===== src/rtl/dac_write_arbiter.sv =====
// Shares one DAC8531 serializer between the GPS calibration loop and a host port.
// Define DAC_SLEW_LIMIT_EN to clamp each granted code to LAST_CODE +/- MAX_STEP.
module dac_write_arbiter #(
  parameter logic [15:0] INIT_CODE      = 16'd31200,
  parameter int          TR_CYCLES      = 2,
  parameter int          SETTLE_CYCLES  = 1000,
  parameter int          TIMEOUT_CYCLES = 4096,
  parameter int          MAX_STEP       = 2048
) (
  input  logic        CLOCK_10M,
  input  logic        RESET_N,
  input  logic        CAL_REQ,
  input  logic [15:0] CAL_DATA,
  output logic        CAL_ACK,
  input  logic        HOST_REQ,
  input  logic [15:0] HOST_DATA,
  output logic        HOST_ACK,
  input  logic        HOST_LOCK,
  output logic        DA_TR,
  output logic [15:0] DA_DATA,
  input  logic        DA_OVER,
  output logic        BUSY,
  output logic        GRANT_HOST,
  output logic [15:0] LAST_CODE,
  output logic        TIMEOUT_ERR
);

  localparam int MAX_A = (TIMEOUT_CYCLES > SETTLE_CYCLES) ?
                         TIMEOUT_CYCLES : SETTLE_CYCLES;
  localparam int MAX_C = (MAX_A > TR_CYCLES) ? MAX_A : TR_CYCLES;
  localparam int CW    = ($clog2(MAX_C + 1) > 13) ?
                         $clog2(MAX_C + 1) : 13;

  localparam logic [CW-1:0] TR_LAST = CW'(TR_CYCLES - 1);
  localparam logic [CW-1:0] TO_LAST = CW'(TIMEOUT_CYCLES - 1);
  localparam logic [CW-1:0] SET_LAST =
    CW'((SETTLE_CYCLES > 0) ? SETTLE_CYCLES - 1 : 0);

`ifdef DAC_SLEW_LIMIT_EN
  localparam bit SLEW_EN = 1'b1;
`else
  localparam bit SLEW_EN = 1'b0;
`endif

  typedef enum logic [2:0] {
    S_IDLE,
    S_LOAD,
    S_WAIT_RDY,
    S_STROBE,
    S_WAIT_BUSY,
    S_WAIT_DONE,
    S_SETTLE
  } state_t;

  state_t        state_q, state_d;
  logic [15:0]   data_q, data_d;
  logic [15:0]   last_q, last_d;
  logic          gh_q, gh_d;
  logic          tr_q, tr_d;
  logic          err_q, err_d;
  logic          cack_q, cack_d;
  logic          hack_q, hack_d;
  logic [CW-1:0] cnt_q, cnt_d;

  logic        cal_ok;
  logic        any_req;
  logic        pick_host;
  logic        to_hit;
  logic [15:0] sel_code;
  logic [15:0] grant_code;
  int          lo_v, hi_v, clamp_v;

  // Tie goes to whoever did not own the last grant.
  assign cal_ok    = CAL_REQ & ~HOST_LOCK;
  assign any_req   = HOST_REQ | cal_ok;
  assign pick_host = HOST_REQ & (~cal_ok | ~gh_q);
  assign sel_code  = pick_host ? HOST_DATA : CAL_DATA;
  assign to_hit    = (cnt_q == TO_LAST);

  always_comb begin
    lo_v = int'(last_q) - MAX_STEP;
    hi_v = int'(last_q) + MAX_STEP;
    if (lo_v < 0)     lo_v = 0;
    if (hi_v > 65535) hi_v = 65535;
    clamp_v = int'(sel_code);
    if (clamp_v < lo_v)      clamp_v = lo_v;
    else if (clamp_v > hi_v) clamp_v = hi_v;
    grant_code = SLEW_EN ? 16'(clamp_v) : sel_code;
  end

  always_comb begin
    state_d = state_q;
    data_d  = data_q;
    last_d  = last_q;
    gh_d    = gh_q;
    tr_d    = tr_q;
    err_d   = err_q;
    cack_d  = 1'b0;
    hack_d  = 1'b0;
    cnt_d   = cnt_q;
    unique case (state_q)
      S_IDLE: begin
        if (any_req) begin
          cack_d  = ~pick_host;
          hack_d  = pick_host;
          gh_d    = pick_host;
          data_d  = grant_code;
          cnt_d   = '0;
          state_d = S_WAIT_RDY;
        end
      end
      // Reached only out of reset: the power-up write, never acked.
      S_LOAD: begin
        data_d  = INIT_CODE;
        cnt_d   = '0;
        state_d = S_WAIT_RDY;
      end
      S_WAIT_RDY: begin
        if (DA_OVER) begin
          tr_d    = 1'b1;
          cnt_d   = '0;
          state_d = S_STROBE;
        end else if (to_hit) begin
          err_d   = 1'b1;
          tr_d    = 1'b0;
          cnt_d   = '0;
          state_d = S_SETTLE;
        end else begin
          cnt_d = cnt_q + CW'(1);
        end
      end
      S_STROBE: begin
        if (cnt_q == TR_LAST) begin
          tr_d    = 1'b0;
          cnt_d   = '0;
          state_d = S_WAIT_BUSY;
        end else begin
          cnt_d = cnt_q + CW'(1);
        end
      end
      S_WAIT_BUSY: begin
        if (!DA_OVER) begin
          cnt_d   = '0;
          state_d = S_WAIT_DONE;
        end else if (to_hit) begin
          err_d   = 1'b1;
          tr_d    = 1'b0;
          cnt_d   = '0;
          state_d = S_SETTLE;
        end else begin
          cnt_d = cnt_q + CW'(1);
        end
      end
      S_WAIT_DONE: begin
        if (DA_OVER) begin
          last_d  = data_q;
          err_d   = 1'b0;
          cnt_d   = '0;
          state_d = S_SETTLE;
        end else if (to_hit) begin
          err_d   = 1'b1;
          tr_d    = 1'b0;
          cnt_d   = '0;
          state_d = S_SETTLE;
        end else begin
          cnt_d = cnt_q + CW'(1);
        end
      end
      S_SETTLE: begin
        if (cnt_q == SET_LAST) begin
          cnt_d   = '0;
          state_d = S_IDLE;
        end else begin
          cnt_d = cnt_q + CW'(1);
        end
      end
      default: begin
        tr_d    = 1'b0;
        cnt_d   = '0;
        state_d = S_IDLE;
      end
    endcase
  end

  always_ff @(posedge CLOCK_10M) begin
    if (!RESET_N) begin
      state_q <= S_LOAD;
      data_q  <= INIT_CODE;
      last_q  <= INIT_CODE;
      gh_q    <= 1'b0;
      tr_q    <= 1'b0;
      err_q   <= 1'b0;
      cack_q  <= 1'b0;
      hack_q  <= 1'b0;
      cnt_q   <= '0;
    end else begin
      state_q <= state_d;
      data_q  <= data_d;
      last_q  <= last_d;
      gh_q    <= gh_d;
      tr_q    <= tr_d;
      err_q   <= err_d;
      cack_q  <= cack_d;
      hack_q  <= hack_d;
      cnt_q   <= cnt_d;
    end
  end

  assign CAL_ACK     = cack_q;
  assign HOST_ACK    = hack_q;
  assign DA_TR       = tr_q;
  assign DA_DATA     = data_q;
  assign BUSY        = (state_q != S_IDLE);
  assign GRANT_HOST  = gh_q;
  assign LAST_CODE   = last_q;
  assign TIMEOUT_ERR = err_q;

endmodule


===== config.mk =====
export PLATFORM = sky130hd
export DESIGN_NAME = dac_write_arbiter
export DESIGN_NICKNAME = d
export VERILOG_FILES = /design/src/rtl/dac_write_arbiter.sv
export SDC_FILE = /design/constraint.sdc
export NUM_CORES = 1
export LEC_CHECK = 0
export ABC_AREA = 1
export BUFFER_PORTS_ARGS = -buffer_cell sky130_fd_sc_hd__buf_4
export CORE_UTILIZATION = 45
export CTS_BUF_LIST = sky130_fd_sc_hd__clkbuf_4 sky130_fd_sc_hd__clkbuf_8
export DETAILED_ROUTE_END_ITERATION = 10
export PLACE_DENSITY = 0.8
export SETUP_SLACK_MARGIN = 0.15
export SLEW_MARGIN = 0
export SYNTH_ARGS = -nofsm -noshare
export SYNTH_HDL_FRONTEND = slang
export SYNTH_SLANG_ARGS = --single-unit

===== constraint.sdc =====
create_clock -name CLOCK_10M -period 1.75 [get_ports CLOCK_10M]
set_clock_uncertainty 0.2 [all_clocks]
set_input_delay 0.525 -clock CLOCK_10M [delete_from_list [all_inputs] [get_ports CLOCK_10M]]
set_output_delay 0.525 -clock CLOCK_10M [all_outputs]
set_load 0.1 [all_outputs]

# Yosys cells after proc, flatten, opt, wreduce, memory -nomap -nowiden
# Index checks and enable logic that the tools add are counted.
[totals]
ff_bits = 53
elab_cells = 76
input_bits = 38
[op_classes]
bitwise = 9
reduce_logical = 13
n_addsub = 1
n_eq_ne = 15
muxes = 29
[op_table]
columns = ["operator", "n"]
rows = [
  ["13-bit 2-to-1 mux", 6],
  ["13-bit one-hot mux with 5 select lines", 1],
  ["16-bit 2-to-1 mux", 2],
  ["16-bit one-hot mux with 2 select lines", 1],
  ["3-bit 2-to-1 mux", 7],
  ["3-bit one-hot mux with 7 select lines", 1],
  ["13-bit by 1-bit adder with 13-bit output (second input constant)", 1],
  ["13-bit by 1-bit equality test with 1-bit output (second input constant)", 1],
  ["13-bit by 10-bit equality test with 1-bit output (second input constant)", 1],
  ["13-bit by 12-bit equality test with 1-bit output (second input constant)", 1],
  ["2-bit inequality test (second input constant)", 6],
  ["3-bit equality test (second input constant)", 3],
  ["1-bit 2-to-1 mux", 9],
  ["3-bit AND reduction", 3],
  ["3-bit by 2-bit equality test with 1-bit output (second input constant)", 2],
  ["2-bit AND reduction", 3],
  ["3-bit nonzero test", 2],
  ["1-bit NOT", 5],
  ["1-bit one-hot mux with 5 select lines", 1],
  ["4-bit AND reduction", 1],
  ["3-bit by 1-bit equality test with 1-bit output (second input constant)", 1],
  ["3-bit logical NOT", 1],
  ["1-bit one-hot mux with 3 select lines", 1],
  ["3-bit OR reduction", 1],
  ["4 further kinds", 6],
]

# Logic depth before layout (Yosys ltp)
[depth]
ltp_word = 8
mapped_depth = 11
depth_no_buf = 11

# Worst setup path before layout
# OpenSTA, ideal clock, no wires.
[synth_timing]
path_kind = "reg2reg"
from = "register gh_q, in the netlist GRANT_HOST"
to = "register data_q[15], in the netlist DA_DATA[15]"
stages_incl_launch_ff = 7
setup_slack_ns = -0.369
period_less_slack_ns = 2.119
required_time_ns = 1.428
t_arrival_ns = 1.797
cell_sequence = "dfxtp_1 > nand3_1 > nand2_1 > inv_2 > buf_2 > o21ai_0 > a21oi_1"
[synth_via]
elab_chain_len = 6
[synth_rtl]
columns = ["element", "line", "text"]
rows = [
  ["from (decl)", "58", "logic gh_q, gh_d;"],
  ["from (signal assigned)", "200", "gh_q <= gh_d;"],
  ["1-bit NOT", "76", "assign pick_host = HOST_REQ & (~cal_ok | ~gh_q);"],
  ["1-bit bitwise OR", "76", ""],
  ["1-bit AND", "76", ""],
  ["16-bit 2-to-1 mux", "77", "assign sel_code = pick_host ? HOST_DATA : CAL_DATA;"],
  ["16-bit 2-to-1 mux", "103", "if (any_req) begin"],
  ["16-bit one-hot mux with 2 select lines", "101", "unique case (state_q)"],
  ["to (signal assigned)", "198", "data_q <= data_d;"],
  ["to (decl)", "56", "logic [15:0] data_q, data_d;"],
]
# No other way between the ends. The select of a mux whose other input is x is not followed.
# A chain may end at the register's enable or synchronous reset.

# Worst setup path in the final report
[layout_timing]
from = "register state_q[0]"
to = "register data_q[15], in the netlist DA_DATA[15]"
[layout_via]
elab_chain_len = 3
word_cells_on_any_way = 6
[layout_rtl]
columns = ["element", "line", "text"]
rows = [
  ["from (decl)", "55", "state_t state_q, state_d;"],
  ["from (signal assigned)", "197", "state_q <= state_d;"],
  ["3-bit by 1-bit equality test with 1-bit output / 3-bit logical NOT (equally long branches)", "101", ""],
  ["2-bit nonzero test (no source line) / 2-bit inequality test (equally long branches)", "-", ""],
  ["2-bit AND reduction (no source line)", "-", ""],
]
# Several ways; a longest one is shown, not always the timed one.

==> out/results.ini <==
[critical_path]
path_cells=inv_6, nand2_8, buf_4, buf_6, inv_6, nand2_8, clkinv_8, nor2_4, clkinv_4, nand2_2, a21oi_1
crit_cells=11
reg2reg_setup_slack_ns=-0.10
ff2ff_path_depth=11
timing.rr.end=DA_DATA[15]$_SDFFE_PN0P_
crit_fanout=8
arrival_ns=1.84
start_kind=register
critPathLaunch=state_q[0]$_SDFFE_PN1P_
worstSetupEndpoint=DA_DATA[15]$_SDFFE_PN0P_
critPathTopFamily=buffers and inverters
crit_buf_inv=6
end_kind=register
r2r_start=state_q[0]$_SDFFE_PN1P_
cpPeakStageDelay_ns=0.39
worstPathRequired_ns=1.73
cpMaxStageDelayCell=dfxtp_4
criticalPathCategory=reg2reg

[status]
violations=negative setup slack
status=finished, violations left

[routing]
drcViolationCount=0
num_vias=3146
via_per_inst=5.63
wl_per_cell_um=18.6
routed_wl_mm=10.4
drt_first_pass_iters=5
ant_nets=0
initialDrtViolationCount=276

[timing]
timing.hold.ws_ns=0.303
worst_pin_slew_ns=0.387
finalHoldViolCount=0
fmax_mhz=539
setup_ws_ns=-0.104
timing.final.crit_share=1.06
finalMaxSlewViolations=0
finalSetupTns_ns=-0.721
slew_headroom=0.742
fin_crit_ns=1.85
finalSetupViolations=18
rsz0062_at_grt=yes

[synth]
synth_common_cells=nand2_1, nor2_1, dfxtp_1, nand3_1
synth_area_mm2=0.00259
ys_ff_latch=53
synth_cell_types=31
seq_area_frac_synth=0.409
synth_area_per_cell_um2=6.96
synthArstFlopShare=0
synth_top_cell_by_area=dfxtp_1
synth_edf_count=0
syn_inst=373
synth_most_common_cell=nand2_1
ys_warn_count=0
syn_nets=413
synth_top_area_frac=0.409
synth_area_leaders=dfxtp_1, nand2_1, nor2_1
synth-main-ff-cell=dfxtp_1

[floorplanning]
die-area_mm2=0.00607
die_y_um=77.9
initial_core_util=0.468
core-area_mm2=0.00554
die-width_um=77.9
rows=27
pin_count=76

[cts]
clk_path_buf_depth=2
clock_latency_ns=0.32
hold_buffers=0
numClockSinks=53
h-tree-depth=2
clkTransAtPathRegs_ns=0.10
cts_tree=built
cts-root-buf=clkbuf_8
cts_inserted_buffers=5

[layout]
n_antenna_cell=0
fillers=297
num-nets-final=526
drive_gt1_frac=0.528
fin_util=0.825
syn_to_final_growth_pct=76.2

[power_and_ir_drop]
leakagePower_uw=0.00193
powerDensity_mw_per_mm2=1270
vdd_drop_max_mv=1.08

[min_path]
hold_path_depth=2
min_path_type=reg2reg

[run]
cap_violations=0

[place]
hpwl_mm=4.96
gp_congestion=0.883
port_buffers=75

[global_route]
grt_pass1_vias=2741
grt_usage=0.265
grt_start_max_net_pins=30
grt_pass1_wl_mm=12.6
overflow=0
antenna_found_initial=0

## routing by layer
layer | up-vias | wire, um | track usage
li1 | 1420 | - | -
met5 | - | 0 | 0
met1 | 1486 | 3590 | 0.291
met2 | 186 | 5580 | 0.494
met4 | 0 | 597 | 0.102
met3 | 54 | 615 | 0.0553
## tightest hold or removal path, delay by kind of cell, from the launching register on
kind	cells	cell delay (ns)
flops	1	0.38
simple gates	2	0.10
## area by class of cell
cell class	count	area (um2)	area share
clock inverter	2	38.8	0.00848
inverter	33	159	0.0347
clock buffer	6	76.3	0.0167
sequential	53	1180	0.257
timing repair buffer	114	1360	0.297
multi-input combinational	279	1680	0.366
tap	72	90.1	0.0197
## power by group
part           internal [uW]  switching [uW]  total (uW)  leakage [uW]
Sequential              1410             214        1620      0.000445
Combinational           1190            2130        3320       0.00142
Clock                    446             438         885     0.0000588
## logic make-up (layout without fill, tap and decap cells)
logic type,after synthesis,after routing,share of synthesized area
xor gates and xnor gates,6,6,0.0203
AOI/OAI and AO/OA,50,50,0.0998
adders and majority gates,2,2,0.00964
buffers and inverters,42,155,0.0689
DFF,53,53,0.409
and+or+nand+nor,220,221,0.392
## worst min-delay path by stage
stage               slack, ns                    endpoint                        from
global placement         0.25   LAST_CODE[5]$_SDFFE_PN1P_   LAST_CODE[5]$_SDFFE_PN1P_
detailed placement       0.25  LAST_CODE[13]$_SDFFE_PN1P_  LAST_CODE[13]$_SDFFE_PN1P_
CTS                      0.28  LAST_CODE[13]$_SDFFE_PN1P_  LAST_CODE[13]$_SDFFE_PN1P_
finish                   0.30   LAST_CODE[5]$_SDFFE_PN1P_     DA_DATA[5]$_SDFFE_PN1P_
floorplan                0.28       cnt_q[1]$_SDFFE_PN0P_       cnt_q[1]$_SDFFE_PN0P_
global route             0.30     DA_DATA[3]$_SDFFE_PN0P_                 CAL_DATA[3]
## through the flow
| stage | setup slack [ns] | instances | area, um2 | power [uW] |
|---|---|---|---|---|
| after global routing | -0.183 | 559 | 4570 | 6040 |
| after floorplan | 0.157 | 373 | 2690 | 3310 |
| after detailed placement | -0.0335 | 524 | 3390 | 3810 |
| after CTS | -0.0432 | 541 | 4060 | 5130 |
| after global placement | 0.00889 | 524 | 3390 | 3780 |
| final | -0.104 | 559 | 4570 | 5820 |
## flip-flops by register name (all words and copies together), names as in the netlist
signal / count
DA_DATA: 16
LAST_CODE: 16
cnt_q: 13
state_q: 3
CAL_ACK: 1
DA_TR: 1
GRANT_HOST: 1
HOST_ACK: 1
TIMEOUT_ERR: 1
## timing repair
action	CTS	global route
setup endpoints to repair	56	88
gates resized for setup	126	113
cloned	0	1
setup buffers	9	17
pin swaps	22	21
## cell usage in the layout, fill, tap and decap left out, drive strengths merged
master	instances
o21ai	31
nand3	37
nand2	105
o21a	1
bufinv	1
inv	30
buf	114
nor2	72
ha	2
clkbuf	6
dfxtp	53
nor3	5
xor2	5
o211ai	1
a21oi	17
xnor2	1
nand4	2
clkinv	4
No activity file was read; power rests on OpenSTA's default activity.
